`config.mk`:
```
export PLATFORM = sky130hd
export DESIGN_NAME = pueo_uram_readout_buffer
export DESIGN_NICKNAME = d
export VERILOG_FILES = /design/src/rtl/pueo_uram_pkg.sv /design/src/rtl/pueo_sync_fifo.sv /design/src/rtl/pueo_uram_readout_buffer.sv
export SDC_FILE = /design/constraint.sdc
export NUM_CORES = 2
export LEC_CHECK = 0
export CORE_UTILIZATION = 30
export DETAILED_ROUTE_END_ITERATION = 7
export PLACE_DENSITY = 0.44
export SETUP_SLACK_MARGIN = 0.1
export SYNTH_ARGS = -nofsm -noshare
export SYNTH_HDL_FRONTEND = slang
export SYNTH_SLANG_ARGS = --single-unit
```
`constraint.sdc`:
```
create_clock -name memclk -period 16.2 [get_ports memclk]
set_input_delay 4.05 -clock memclk [delete_from_list [all_inputs] [get_ports memclk]]
set_output_delay 4.05 -clock memclk [all_outputs]
set_load 0.05 [all_outputs]
```
`src/rtl/pueo_uram_pkg.sv`:
```
// Shared constants and types for the PUEO UltraRAM sample path.
// A URAM word packs six 12-bit samples.
package pueo_uram_pkg;
  localparam int URAM_SAMPLES_PER_WORD = 6;
  localparam int URAM_WORD_BITS        = 72;
  localparam int URAM_READ_MARGIN      = 5;

  typedef logic [URAM_WORD_BITS-1:0] uram_word_t;
endpackage

```
`src/rtl/pueo_sync_fifo.sv`:
```
// Synchronous circular FIFO with an extra pointer bit for full/empty.
// Both the head entry and the entry behind it can be read without a clock edge.
module pueo_sync_fifo #(
  parameter int DEPTH = 16,
  parameter int WIDTH = 72
) (
  input  logic                   i_clk,
  input  logic                   i_rst,
  input  logic                   i_push,
  input  logic                   i_pop,
  input  logic [WIDTH-1:0]       i_wdata,
  output logic [WIDTH-1:0]       o_head,
  output logic [WIDTH-1:0]       o_next,
  output logic                   o_full,
  output logic                   o_empty,
  output logic [$clog2(DEPTH):0] o_count
);
  localparam int AW = $clog2(DEPTH);
  localparam int CW = AW + 1;

  logic [WIDTH-1:0] r_mem [DEPTH];
  logic [CW-1:0]    r_wptr;
  logic [CW-1:0]    r_rptr;
  logic [AW-1:0]    w_next_addr;

  always_ff @(posedge i_clk) begin
    if (i_rst) begin
      r_wptr <= '0;
      r_rptr <= '0;
    end else begin
      if (i_push) r_wptr <= r_wptr + CW'(1);
      if (i_pop)  r_rptr <= r_rptr + CW'(1);
    end
  end

  // Storage has no reset so it maps onto distributed RAM.
  always_ff @(posedge i_clk) begin
    if (i_push) r_mem[r_wptr[AW-1:0]] <= i_wdata;
  end

  assign w_next_addr = r_rptr[AW-1:0] + AW'(1);
  assign o_head      = r_mem[r_rptr[AW-1:0]];
  assign o_next      = r_mem[w_next_addr];
  assign o_count     = r_wptr - r_rptr;
  assign o_full      = (o_count == CW'(DEPTH));
  assign o_empty     = (o_count == '0);
endmodule

```
`src/rtl/pueo_uram_readout_buffer.sv`:
```
// Elastic buffer turning the valid-only URAM read stream into framed AXI4-Stream.
// Words stay in the FIFO until handshaken; the output register mirrors the head one cycle late.
module pueo_uram_readout_buffer
  import pueo_uram_pkg::*;
#(
  parameter int DEPTH     = 16,
  parameter int MARGIN    = URAM_READ_MARGIN,
  parameter int FRAME_LEN = 1024,
  parameter int NBIT      = 12
) (
  input  logic                                  memclk,
  input  logic                                  memclk_rst_i,
  input  logic [NBIT*URAM_SAMPLES_PER_WORD-1:0] in_tdata,
  input  logic                                  in_tvalid,
  output logic                                  in_tready,
  output logic [NBIT*URAM_SAMPLES_PER_WORD-1:0] m_axis_tdata,
  output logic                                  m_axis_tvalid,
  input  logic                                  m_axis_tready,
  output logic                                  m_axis_tlast,
  output logic                                  overflow_o,
  output logic                                  frame_done_o
);
  localparam int WW = NBIT * URAM_SAMPLES_PER_WORD;
  localparam int CW = $clog2(DEPTH) + 1;
  localparam int FW = $clog2(FRAME_LEN);

  logic          w_full;
  logic          w_empty;
  logic [CW-1:0] w_count;
  logic [CW-1:0] w_count_kept;
  logic [CW-1:0] w_count_next;
  logic [WW-1:0] w_head;
  logic [WW-1:0] w_next;
  logic          w_push;
  logic          w_pop;

  logic          r_tvalid;
  logic [WW-1:0] r_tdata;
  logic          r_in_tready;
  logic          r_overflow;
  logic          r_frame_done;
  logic [FW-1:0] r_frame_cnt;

  pueo_sync_fifo #(
    .DEPTH (DEPTH),
    .WIDTH (WW)
  ) u_fifo (
    .i_clk   (memclk),
    .i_rst   (memclk_rst_i),
    .i_push  (w_push),
    .i_pop   (w_pop),
    .i_wdata (in_tdata),
    .o_head  (w_head),
    .o_next  (w_next),
    .o_full  (w_full),
    .o_empty (w_empty),
    .o_count (w_count)
  );

  // A pop in the same cycle frees the slot, so a full FIFO still accepts.
  assign w_pop        = r_tvalid && m_axis_tready && !w_empty;
  assign w_push       = in_tvalid && (!w_full || w_pop);
  assign w_count_kept = w_count - CW'(w_pop);
  assign w_count_next = w_count_kept + CW'(w_push);

  // Valid only reflects entries stored before this edge, giving one cycle of latency.
  always_ff @(posedge memclk) begin
    if (memclk_rst_i) begin
      r_tvalid     <= 1'b0;
      r_in_tready  <= 1'b1;
      r_overflow   <= 1'b0;
      r_frame_done <= 1'b0;
      r_frame_cnt  <= '0;
    end else begin
      r_tvalid     <= (w_count_kept != '0);
      r_in_tready  <= (DEPTH - int'(w_count_next)) > MARGIN;
      r_frame_done <= w_pop && m_axis_tlast;
      if (in_tvalid && !w_push) r_overflow <= 1'b1;
      if (w_pop) r_frame_cnt <= r_frame_cnt + FW'(1);
    end
  end

  always_ff @(posedge memclk) begin
    r_tdata <= w_pop ? w_next : w_head;
  end

  assign in_tready     = r_in_tready;
  assign m_axis_tdata  = r_tdata;
  assign m_axis_tvalid = r_tvalid;
  assign m_axis_tlast  = r_tvalid && (r_frame_cnt == FW'(FRAME_LEN - 1));
  assign overflow_o    = r_overflow;
  assign frame_done_o  = r_frame_done;
endmodule

```
# Yosys cells after proc, flatten, opt, wreduce, memory -nomap -nowiden
# Memories as Yosys holds them, arrays and structs flattened. A register that Yosys moved wholly into a read port is not among the register bits.
# Index checks and enable logic that the tools add are counted.
# W data, S select, Z words.
op_classes:
  muxes: 5
  reduce_logical: 12
  n_eq_ne: 2
  n_lt_le_gt_ge: 1
  n_addsub: 8
ops:
  columns: ["cell", "n"]
  rows:
  - ["$mux W72", 1]
  - ["$add A10 B1 Y10 const B", 1]
  - ["$add A5 B1 Y5 const B", 2]
  - ["$eq A10 B10 Y1 const B", 1]
  - ["$mux W4", 2]
  - ["$gt A6 B4 Y1 const B", 1]
  - ["$logic_and A1 B1 Y1", 6]
  - ["$sub A5 B5 Y6 const A", 1]
  - ["$add A5 B1 Y5", 1]
  - ["$eq A5 B5 Y1 const B", 1]
  - ["$logic_not A5 Y1", 1]
  - ["$reduce_bool A5 Y1", 1]
  - ["$sub A5 B1 Y5", 1]
  - ["$sub A5 B5 Y5", 1]
  - ["$add A4 B1 Y4 const B", 1]
  - ["$logic_not A1 Y1", 3]
  - ["$mux W1", 2]
  - ["$logic_or A1 B1 Y1", 1]
totals:
  n_memories: 1
  inputBits: 76
  ramBits: 1152
  register_bits: 96
mem_list:
  columns: ["name", "depth", "word_bits", "read_ports", "rd_clocked_by_memory_dff", "wr", "line_no", "rtl"]
  rows:
  - ["u_fifo.r_mem", 16, 72, 2, 1, 1, "pueo_sync_fifo.sv:21", "logic [WIDTH-1:0] r_mem [DEPTH];"]

# Logic depth before layout (Yosys ltp)
logic_depth:
  word_depth: 9
  mapped_depth: 19
  ltp_nobuf: 18

# By module
# From an unflattened synthesis, not the netlist that was laid out.
hier_totals:
  hier_cells: 2945
  area_unflattened_um2: 55543.3
by_module_without_submodules:
  columns: ["module", "n_inst", "area_per_inst_um2", "cells_each", "seq_area_each_um2"]
  rows:
  - ["pueo_sync_fifo", 1, 52449.1, 2550, 34873.4]
  - ["pueo_uram_readout_buffer", 1, 3094.2, 395, 1721.7]

# Worst setup path after synthesis
# Ideal clock, no wire load.
synth_path:
  kind: "input-to-reg"
  startpoint: "input port m_axis_tready"
  endpoint: "memory u_fifo.r_mem[3][0] (enable)"
  setup_time_ps: 590
  arrival_ps: 9559
  stages: 5
  setup_slack_ps: 6051
  required_ps: 15610
  cell_sequence: "and2_1 nor3_1 a21boi_4 nand2_1 nor3_1"
synth_via:
  elab_chain_cells: 6
synth_lines:
  columns: ["element", "line_no", "rtl"]
  rows:
  - ["from (decl)", "pueo_uram_readout_buffer.sv:18", "input logic m_axis_tready,"]
  - ["$logic_and A1 B1 Y1 (2 in series)", "pueo_uram_readout_buffer.sv:61", "assign w_pop = r_tvalid && m_axis_tready && !w_empty;"]
  - ["$logic_or A1 B1 Y1", "pueo_uram_readout_buffer.sv:62", "assign w_push = in_tvalid && (!w_full || w_pop);"]
  - ["$logic_and A1 B1 Y1", "pueo_uram_readout_buffer.sv:62", null]
  - ["via u_fifo.i_push", "pueo_sync_fifo.sv:9", "input logic i_push,"]
  - ["$mux W1", "pueo_sync_fifo.sv:38", "if (i_push) r_mem[r_wptr[AW-1:0]] <= i_wdata;"]
  - ["$mux W1 (not written as such)", "pueo_sync_fifo.sv:38", null]
  - ["to (decl)", "pueo_sync_fifo.sv:21", null]
# The timed path passes the listed nets, and every way through them passes these cells.

# Worst setup path after layout
layout_path:
  startpoint: "input port m_axis_tready"
  endpoint: "memory u_fifo.r_mem[6][58] (enable)"
# Same word-level chain as after synthesis.

==> summary.md <==
| Metric | Value |
|---|---|
| Status | `finished, final reports clean` |
| Vias per inst | `between 5 and 6` |
| Top cell type's share of synthesized area | `62.2%` |
| CTS buffer count | `143` |
| Total die area | `0.187 sq mm` |
| Clk sinks | `1252` |
| Worst Tran Pin Value | `1.10 ns` |
| CP endpoint kind | `register` |
| Num rows | `157` |
| Overall Global Routing Usage | `17.5%` |
| Register area | `0.0366 sq mm` |
| #FFs+latches synth | `~1300` |
| Library cells used by synthesis | `46` |
| Starting Density | `30.3%` |
| DR DRC count | `0` |
| Internal power | `6.86 mW` |
| Hold buffer count at CTS | `0` |
| Net Sw Frac | `29.9%` |
| Footprint of the multi-input gates | `0.0183 sq mm` |
| YS warnings | `0` |
| Port Buffers | `152` |
| Clock buffer depth | `3` |
| Asr flop ratio synth | `0%` |
| Clock network fraction of total power | `roughly a third` |
| Hold depth | `2` |
| CTS HTree Levels | `4` |
| Filler cell count | `about 17000` |
| Comb pwr share | `roughly 27%` |
| Synth Area in XOR/XNOR | `0.400%` |
| Placeable Area | `0.184 sq mm` |
| Syn Inst Count | `2540` |
| Final Max Tran Viols | `0` |
| # nets final | `roughly 2800` |
| Post-synthesis adder-cell area fraction | `less than 1%` |
| EDFF count, synth | `1152` |
| Hold EP | `overflow_o` |
| RSZ-0062 raised after global routing | `no` |
| Clock Skew | `0.0301 ns` |
| Post-CTS setup buffers | `0` |
| Synthesized Nets | `2631` |
| Die Ht | `433 um` |
| Worst skew pair latency | `around 0.80 ns` |
| Post-synthesis compound-gate area fraction | `0.385%` |
| Max_cap viols | `0` |
| # setup viols final | `0` |
| Main area contributors after synthesis | `edfxtp_1, mux4_2, dfxtp_1, nand2_1, buf_2` |
| CP arrival | `about 8.1 ns` |
| Root Buffer | `clkbuf_16` |
| Largest net degree at the start of global routing | `104` |
| Fin crit period | `between 7 and 8 ns` |
| Design Power | `~10 mW` |
| Area Growth Syn to Fin | `16.5%` |
| CTS tree | `done` |
| Post-synthesis area per instance | `between 20 and 25 sq um` |
| Hold slack | `0.453 ns` |
| Area leader, netlist | `edfxtp_1` |
| Maximum vdd drop | `0.112 mV` |
| Routed wire length | `163000 um` |
| First-pass detailed-route iteration total | `7` |
| Share of cells above drive strength 1 | `~36%` |
| WP data required | `16.59 ns` |
| Mux cell area share after synthesis | `between 20% and 30%` |
| Final hold violations | `0` |
| Vias in the first global route | `between 30000 and 40000` |
| Sequential group share of total power | `39.5%` |
| Reg2Reg Launch Point | `u_fifo.r_rptr[0]` |
| Setup CP Type | `input pin to register` |
| First-pass GRT wire length | `234000 um` |
| Sequential share of the synthesized area | `approximately two thirds` |
| Largest family of logic cells by synthesized area | `multiplexers` |
| GP Congestion | `0.768` |
| Max-slew headroom | `around a quarter` |
| Fmax | `130 MHz` |
| Main synth FF type | `edfxtp_1` |
| Worst Hold Class | `register to register` |
| HPWL after detailed placement | `90000 um` |
| WL/cell | `30.7 um` |
| Initial antenna violation count | `12` |
| Critical path peak fanout | `just over 40` |
| Clock Pin Slew Worst Setup and Hold Paths | `about 0.06 ns` |
| Die W | `433 um` |
| Final Cycle Share | `47.5%` |
| Synth Cell Area | `0.0556 sq mm` |
| Critical path startpoint category | `input pin` |
| PostCTS Resize Cnt | `0` |
| Pleak | `19.5 nW` |
| Final ANT Viol Nets | `0` |
| Worst reg2reg path depth | `11` |
| PwrDens | `151 mW/mm^2` |
| Switching power | `2.92 mW` |
| DRT iter0 DRCs | `2677` |
| Simple-gate area share of the yosys netlist | `under 10%` |
| # IOs | `around 150` |
| Setup TNS | `0 ns` |
| GRT overflow | `0` |
| Crit Reg-Reg Endpoint | `u_fifo.r_mem[6][58]` |
| Hold path startpoint | `overflow_o` |
| Via count | `28600` |
| R2R Setup Slk | `10.72 ns` |
==> cell usage after synthesis, drive strengths merged (8+ instances only) <==
library cell,count
nand2,229
clkbuf,80
buf,101
a21oi,10
xor2,8
mux4,720
dfxtp,100
nor2,32
ha,14
inv,13
xnor2,14
edfxtp,1152
nand3,13
==> flip-flops by register name (all words and copies together) (netlist names), named ones only <==
register and count:
frame_done_o 1, in_tready 1, m_axis_tdata 72, m_axis_tvalid 1, overflow_o 1, r_frame_cnt 10, u_fifo.r_mem 1152, u_fifo.r_rptr 5
u_fifo.r_wptr 5
==> layout make-up <==
class	instances	area share, %
tap	2464	4.76
timing repair buffer	219	3.16
sequential	1252	56.5
multi-input combinational	1094	28.2
clock inverter	80	1.37
clock buffer	186	5.94
inverter	13	0.0792
antenna	3	0.0116
==> cells in the final DEF (no fill, tap or decap), types with 12 or more instances in the layout <==
cell type | synthesis | final
clkbuf_1 | 80 | 33
inv_1 | 12 | 12
bufinv_16 | 0 | 12
ha_1 | 14 | 13
mux4_2 | 720 | 720
clkinv_2 | 0 | 28
clkinv_1 | 0 | 17
clkdlybuf4s50_1 | 0 | 152
edfxtp_1 | 1152 | 1152
nor2_1 | 32 | 21
clkbuf_16 | 0 | 144
nand3_1 | 13 | 13
dfxtp_1 | 100 | 95
buf_4 | 18 | 65
nand2_1 | 228 | 228
==> through the flow <==
| step | instances | setup slack, ns | area [sq um] | util [%] |
|---|---|---|---|---|
| floorplan | 2540 | 6.05 | 55600 | - |
| global placement | 5042 | 7.78 | 60100 | 32.7 |
| detailed placement | 5042 | 7.63 | 60100 | 32.7 |
| CTS | 5308 | 8.47 | 64800 | 35.3 |
| global route | 5309 | 8.37 | 64800 | 35.3 |
| finish | 5311 | 8.51 | 64800 | 35.3 |
==> logic make-up (layout without fill, tap and decap cells) <==
kind of cell | count (synthesis) | count (layout)
xor+xnor | 23 | 23
buf+inv | 194 | 498
fa+ha+maj | 15 | 15
mux | 723 | 723
flops | 1252 | 1252
compound gates | 28 | 28
simple gates | 305 | 305
other cells | 0 | 3
==> how the worst max path moves through the flow <==
stage                        from                   to  slack, ns
floorplan           m_axis_tready   u_fifo.r_mem[3][0]       6.05
global placement    m_axis_tready  u_fifo.r_mem[6][64]       7.78
detailed placement  m_axis_tready  u_fifo.r_mem[6][63]       7.63
CTS                 m_axis_tready  u_fifo.r_mem[6][58]       8.47
global route        m_axis_tready  u_fifo.r_mem[6][58]       8.37
finish              m_axis_tready  u_fifo.r_mem[6][58]       8.51
==> power groups by stage <==
stage	clock, mW	combinational, mW	sequential, mW
floorplan	0	1.67	4.18
global placement	0	2.69	3.94
detailed placement	0	2.70	3.94
CTS	3.37	2.71	3.88
global route	3.48	2.83	3.88
finish	3.27	2.66	3.86
==> critical path, cell delays in order <==
cell and delay [ns]:
clkdlybuf4s50_1 0.46, and2_1 0.41, nor3_1 0.24, a21boi_4 0.40, nand2_1 0.31, nor2_4 0.76
buf_4 0.49, buf_4 0.85
==> metal layers <==
| layer | track usage [%] | part of all wire (%) | wire (um) |
|---|---|---|---|
| met5 | 0 | 0.021 | 34 |
| met4 | 4.72 | 2.2 | 3660 |
| met3 | 2.99 | 5.1 | 8360 |
| met2 | 29.1 | 50 | 80600 |
| met1 | 23.7 | 43 | 70100 |
No activity file was read; power rests on OpenSTA's default activity.
